[src/rtl/exec_scheduler.sv]
// exec_scheduler: one-instruction-in-flight issue controller between
// decode and the ALU/STACK/JMP/DMA execution units.
module exec_scheduler #(
  parameter int unsigned TIMEOUT = 64,
  parameter int unsigned CNT_W   = 16
) (
  input  logic             clk,
  input  logic             rst_n,
  input  logic             ID_valid,
  input  logic [2:0]       ID_type,
  output logic             ID_ready,
  output logic             ALU_ENB,
  output logic             STACK_ENB,
  output logic             JMP_ENB,
  output logic             DMA_ENB,
  output logic             ALU_START,
  output logic             STACK_START,
  output logic             JMP_START,
  output logic             DMA_START,
  input  logic             ALU_DONE,
  input  logic             STACK_DONE,
  input  logic             JMP_DONE,
  input  logic             DMA_DONE,
  input  logic             FLUSH,
  output logic             COMPLETE,
  output logic [2:0]       COMPLETE_type,
  output logic             ILLEGAL_ERR,
  output logic             TIMEOUT_ERR,
  output logic [CNT_W-1:0] RETIRED_CNT
);

  typedef enum logic [1:0] {
    IDLE,
    ISSUE,
    WAIT
  } state_t;

  // unit vector order: {DMA, JMP, STACK, ALU}
  function automatic logic [3:0] unit_of(input logic [2:0] t);
    logic [3:0] u;
    u = 4'b0000;
    unique case (1'b1)
      t == 3'b001: u = 4'b0010;
      t == 3'b010,
      t == 3'b011: u = 4'b0001;
      t == 3'b100: u = 4'b1000;
      t == 3'b111: u = 4'b0100;
      default:     u = 4'b0000;
    endcase
    return u;
  endfunction

  state_t           state, state_nx;
  logic [2:0]       typ, typ_nx;
  logic [15:0]      cnt, cnt_nx;
  logic [3:0]       enb, enb_nx;
  logic [3:0]       start, start_nx;
  logic             comp_nx, ill_nx, tmo_err_nx;
  logic [2:0]       ctype_nx;
  logic [CNT_W-1:0] ret_nx;
  logic             legal, accept, done_hit, tmo;

  assign legal    = |unit_of(ID_type);
  assign accept   = (state == IDLE) && ID_valid && legal;
  assign done_hit = |(unit_of(typ) &
                      {DMA_DONE, JMP_DONE, STACK_DONE, ALU_DONE});
  assign tmo      = (cnt == 16'(TIMEOUT - 1));

  always_ff @(posedge clk or negedge rst_n) begin
    if (!rst_n) state <= IDLE;
    else        state <= state_nx;
  end

  always_comb begin
    state_nx = state;
    unique case (state)
      IDLE:  if (accept) state_nx = ISSUE;
      ISSUE: state_nx = FLUSH ? IDLE : WAIT;
      WAIT:  if (done_hit || FLUSH || tmo) state_nx = IDLE;
      default: state_nx = IDLE;
    endcase
  end

  // next values of the registered outputs
  always_comb begin
    typ_nx     = accept ? ID_type : typ;
    enb_nx     = (state_nx != IDLE) ? unit_of(typ_nx) : 4'b0000;
    start_nx   = (state_nx == ISSUE) ? unit_of(typ_nx) : 4'b0000;
    comp_nx    = (state == WAIT) && done_hit;
    tmo_err_nx = (state == WAIT) && !done_hit && !FLUSH && tmo;
    ill_nx     = (state == IDLE) && ID_valid && !legal;
    ctype_nx   = comp_nx ? typ : COMPLETE_type;
    ret_nx     = comp_nx ? RETIRED_CNT + 1'b1 : RETIRED_CNT;
    cnt_nx     = cnt;
    if (state == ISSUE)     cnt_nx = 16'd0;
    else if (state == WAIT) cnt_nx = cnt + 16'd1;
  end

  always_ff @(posedge clk or negedge rst_n) begin
    if (!rst_n) begin
      typ           <= 3'b000;
      cnt           <= 16'd0;
      enb           <= 4'b0000;
      start         <= 4'b0000;
      COMPLETE      <= 1'b0;
      COMPLETE_type <= 3'b000;
      ILLEGAL_ERR   <= 1'b0;
      TIMEOUT_ERR   <= 1'b0;
      RETIRED_CNT   <= '0;
    end else begin
      typ           <= typ_nx;
      cnt           <= cnt_nx;
      enb           <= enb_nx;
      start         <= start_nx;
      COMPLETE      <= comp_nx;
      COMPLETE_type <= ctype_nx;
      ILLEGAL_ERR   <= ill_nx;
      TIMEOUT_ERR   <= tmo_err_nx;
      RETIRED_CNT   <= ret_nx;
    end
  end

  assign ID_ready    = (state == IDLE);
  assign ALU_ENB     = enb[0];
  assign STACK_ENB   = enb[1];
  assign JMP_ENB     = enb[2];
  assign DMA_ENB     = enb[3];
  assign ALU_START   = start[0];
  assign STACK_START = start[1];
  assign JMP_START   = start[2];
  assign DMA_START   = start[3];

endmodule

[config.mk]
export PLATFORM = sky130hd
export DESIGN_NAME = exec_scheduler
export DESIGN_NICKNAME = d
export VERILOG_FILES = /design/src/rtl/exec_scheduler.sv
export SDC_FILE = /design/constraint.sdc
export NUM_CORES = 1
export LEC_CHECK = 0
export ABC_AREA = 0
export BUFFER_PORTS_ARGS = -buffer_cell sky130_fd_sc_hd__buf_2
export CAP_MARGIN = 20
export CORE_MARGIN = 2
export CORE_UTILIZATION = 45
export CTS_CLUSTER_SIZE = 40
export DETAILED_ROUTE_END_ITERATION = 8
export PLACE_DENSITY_LB_ADDON = 0.2
export RECOVER_POWER = 25
export REMOVE_ABC_BUFFERS = 1
export SLEW_MARGIN = 0
export SYNTH_ARGS = -nofsm -noshare
export SYNTH_HDL_FRONTEND = slang
export SYNTH_SLANG_ARGS = --single-unit
[constraint.sdc]
create_clock -name clk -period 6.03 [get_ports clk]
set_input_delay 0.9045 -clock clk [delete_from_list [all_inputs] [get_ports clk]]
set_output_delay 0.9045 -clock clk [all_outputs]
set_load 0.02 [all_outputs]
==> results list <==
- Number of gates resized after cts: 0
- Synthesized-area fraction occupied by ao, oa, aoi and oai cells: ~8.6%
- Antenna violations before repair: 0
- Excluding fillers, the count of instances in the completed layout stands at between 300 and 400.
- In this run the critical register-to-register path is launched from state[1].
- Top flip-flop cell by instance count after synthesis: sky130_fd_sc_hd__dfrtp_1
- The number of slew-limit violations in the final report came to 52.
- After synthesis the netlist holds a flip-flop and latch count of slightly above 50.
- The number of clock buffers added by TritonCTS is 5.
- Timing analysis after detailed placement gives a worst setup slack of 3.376 ns.
* Area of the mapped netlist: 2425 µm²
- Yosys mapped the design onto 40 distinct sky130hd cell types.
* Pin count of the biggest net entering global routing: 52
* Highest clock frequency the design can meet: 0.3217 GHz
- Hold-fix buffers, CTS: 0
* Final routed DRC violation total: 0
- Combinational share of power: between 30% and 40%
- CTS tree: yes
- Of the cells placed in the final design, the portion with a size suffix greater than 1 is just under 20%.
- In the synthesized netlist, the number of instances is between 200 and 250.
* Worst slew slack as a fraction of its limit: -82.34%
- In this run the clock root is driven by a sky130_fd_sc_hd__clkbuf_8.
- Total global routing overflow: 0
- Clock latency on the worst-skew pair, taken at its later pin, is roughly 0.29 ns.
* Setup Total Neg Slack: 0 ns
- After detailed routing, the number of vias per cell comes to around 5.3.
* Yosys warning total: 0
- By area, the combinational part of the netlist is dominated by simple AND/OR/NAND/NOR gates.
* H-Tree Depth: 2
- Number of endpoints failing setup at the final stage: 0
- The repair_antennas step left the layout with diodes totalling 0.
- M1 wire length: approximately 2400 µm
- Vias in the first global route: approximately 1800
- After Yosys synthesis, XOR and XNOR cells account for 10.11% of the synthesized area.
- For the pin with the worst max-slew slack, the measured transition is about 2.7 ns.
- The die is approximately 77 µm tall.
* Post-route worst hold slack: 0.4674 ns
- Status: finished, violations left
* Number of detailed-route iterations in the first pass: 4
* Share of synthesized area occupied by flip-flops and latches: 52.63%
- The routed design has between 4000 and 5000 µm of wire.
- The tool flagged a number of max-cap violations equal to 1.
- After synthesis, the share of cell area in mux cells is 1.393%.
- For the worst setup path, the data required time is ~6 ns.
* Switching power share of the total: about 39%
- For this run, the slowest stage of the critical path takes approximately 1.9 ns.
- Fraction of the mapped netlist area in simple logic gates: a little over a fifth
- The most critical setup path has its startpoint at rst_n.
- Number of hold-slack violations in the final timing report: 0
- Proportion of power drawn by the clock network: about 18%
* Reg power frac: a little under half
* Number of enable-type register cells in the synthesized netlist: 0
- Global Route Usage Sum: ~18%
- No sink is reached through more buffers than the 2 on the longest clock path.
- Iter 0 DRT Violations: ~100
* Maximum resistive drop on vdd: about 170 µV
* Die width: 77.41 µm
- The worst hold path begins at RETIRED_CNT[15].
- The die covers about 6000 µm².
- The first global-routing pass estimated about 8300 µm of wire.
- Setup slack closes at just under 3 ns.
- Setup repair after global routing left no endpoint under its margin.
* Asr flop ratio synth: 100.0%
- Num ports: between 40 and 50
- In this run the static leakage power is around 1.4 nW.
- Dividing total power by cell area gives a power density of roughly 350 nW/µm².
* Effective utilization at floorplan: 47.18%
- Top Layer Used: met4
- Core Box Area: between 5000 and 6000 µm²
- Placement row count: 26
- In the detailed route, the total length drawn on met2 is between 2000 and 2500 µm.
- Sink Count: 51
- The internal power of the cells totals about 0.00060 W.
- Cell with the biggest individual delay on the critical path: sky130_fd_sc_hd__clkbuf_1
- The smallest clock period supported by the final layout is computed as 3.109 ns.
* DR vias: about 1900
- Number of nets still failing antenna checks after routing: 0
- Setup bufs post-CTS: 0
- At the end of routability-driven placement, the weighted congestion stood at 0.7676.
- Dividing the detail-routed wire length by the instance count gives approximately 14 µm.
* Final net count: 299
- Critical path launch point type: input port
- Walking the worst path, the cells encountered are buf_2 > clkbuf_1.
- In this run, placement finished with an instance count of approximately 350.
- Final core occ: a little over half
* Hold crit path type: flop to flop
- The analysis attributes to net switching a power of about 0.00038 W.
- Dpl hpwl: 3530 µm
* Max Clock Skew: ~0.0030 ns
- Failing checks: capacitance limit, slew limit
- Clock-pin slew was measured on the worst setup and hold paths at around 0.08 ns.
- In the detailed route, the total length drawn on met3 is 197 µm.
* Area Overhead vs Synth: 14.60%
- Together, buffers and inverters on the worst path number 2.
* Top cell type's share of synthesized area: a little over half
- The cell family contributing the most delay on the critical path is buffers and inverters.
- In this run the mean area of a mapped cell was around 10 µm².
- Number of port buffers: slightly above 40
* Ratio of final minimum period to clock period: ~52%
* Setup Crit Path Kind: input port to asynchronous set/reset pin
- By area the synthesized netlist is led by sky130_fd_sc_hd__dfrtp_1 (53%), sky130_fd_sc_hd__xnor2_1 (5.1%), sky130_fd_sc_hd__xor2_1 (5.1%).
- The synthesized design spends more area on one cell type than any other, namely sky130_fd_sc_hd__dfrtp_1.
* Kind of end point of the critical path: asynchronous set/reset pin
* Adder-cell share of the synthesized area: under 10%
- Arrival time reported for the critical path endpoint: 2.93 ns
* Biggest fanout along the worst timing path: a little over 50
[power groups by stage]
stage / logic, W / clock network (W) / registers [W]
after floorplan: 0.000211 / 0 / 0.000491
final: 0.000343 / 0.000180 / 0.000462
after CTS: 0.000346 / 0.000187 / 0.000462
after global placement: 0.000338 / 0 / 0.000467
after global routing: 0.000387 / 0.000200 / 0.000472
after detailed placement: 0.000345 / 0 / 0.000468
[cell usage after synthesis (2+ instances only)]
cell                        n
sky130_fd_sc_hd__nor2b_1    2
sky130_fd_sc_hd__nand4_1    6
sky130_fd_sc_hd__a21oi_1    7
sky130_fd_sc_hd__dfrtp_1   51
sky130_fd_sc_hd__nor4_1     7
sky130_fd_sc_hd__nor3_1    11
sky130_fd_sc_hd__nand2_1   23
sky130_fd_sc_hd__o21ai_0    9
sky130_fd_sc_hd__and4_1     2
sky130_fd_sc_hd__ha_1       6
sky130_fd_sc_hd__or3_1      2
sky130_fd_sc_hd__nand3b_1   3
sky130_fd_sc_hd__clkbuf_1   4
sky130_fd_sc_hd__inv_1     13
sky130_fd_sc_hd__nand3_1   14
sky130_fd_sc_hd__o211ai_1   2
sky130_fd_sc_hd__mux2_2     3
sky130_fd_sc_hd__a31oi_1    3
sky130_fd_sc_hd__xor2_1    14
sky130_fd_sc_hd__xnor2_1   14
sky130_fd_sc_hd__nor2_1    17
sky130_fd_sc_hd__and3_1     6
[per-layer routing]
layer	GRT usage, %	up-vias
li1	-	924
met1	24.77	884
met2	26.43	44
met3	3.372	6
met4	8.036	0
met5	0	-
[through the flow]
step	cell area, µm²	total power, W
after floorplan	2410	0.0007021
after global placement	2710	0.0008052
after detailed placement	2710	0.0008139
after CTS	2783	0.0009950
after global routing	2779	0.001059
final	2779	0.0009857
[worst paths after layout]
check	to	slack, ns	cells past startpoint
max in group clk	ID_ready	3.59	3
worst min register to register	RETIRED_CNT[15]	0.47	1
worst max-delay path	RETIRED_CNT[15]	2.92	2
worst max register to register	cnt[13]	3.79	7
min in group asynchronous	ILLEGAL_ERR	1.57	2
worst min-delay path	RETIRED_CNT[15]	0.47	1
[sequential cells by signal, summed over array words and instances (netlist names)]
name	cells
RETIRED_CNT	16
cnt	16
enb	4
start	4
COMPLETE_type	3
typ	3
state	2
COMPLETE	1
ILLEGAL_ERR	1
TIMEOUT_ERR	1
[logic make-up after synthesis]
kind of cell               count (synthesis)
xor gates and xnor gates                  28
AOI/OAI and AO/OA                         32
DFF                                       51
and+or+nand+nor                          100
adders and majority gates                  6
muxes                                      3
buffers and inverters                     17
[layout make-up]
| cell class | count | area (µm²) |
|---|---|---|
| timing repair buffer | 42 | 209.0 |
| sequential | 51 | 1276 |
| tap | 70 | 87.58 |
| clock buffer | 6 | 72.57 |
| fill | 504 | 2361 |
| inverter | 13 | 48.80 |
| multi-input combinational | 169 | 1085 |
[cells in the final DEF (no fill, tap or decap), types with 2 or more instances in the layout]
master and n:
sky130_fd_sc_hd__a21oi_1 7, sky130_fd_sc_hd__xor2_1 14, sky130_fd_sc_hd__o211ai_1 2, sky130_fd_sc_hd__clkbuf_1 2, sky130_fd_sc_hd__nand4_1 6, sky130_fd_sc_hd__nand2_1 23, sky130_fd_sc_hd__and3_1 6, sky130_fd_sc_hd__xnor2_1 14
sky130_fd_sc_hd__and4_1 2, sky130_fd_sc_hd__o21ai_0 9, sky130_fd_sc_hd__nor2b_1 2, sky130_fd_sc_hd__nor3_1 11, sky130_fd_sc_hd__dfrtp_1 51, sky130_fd_sc_hd__buf_2 41, sky130_fd_sc_hd__inv_1 13, sky130_fd_sc_hd__or3_1 2
sky130_fd_sc_hd__nand3_1 14, sky130_fd_sc_hd__nor4_1 7, sky130_fd_sc_hd__nor2_1 17, sky130_fd_sc_hd__ha_1 6, sky130_fd_sc_hd__nand3b_1 3, sky130_fd_sc_hd__mux2_2 3, sky130_fd_sc_hd__a31oi_1 3, sky130_fd_sc_hd__clkbuf_8 5
Note: power is estimated with default switching activity, not from simulation.
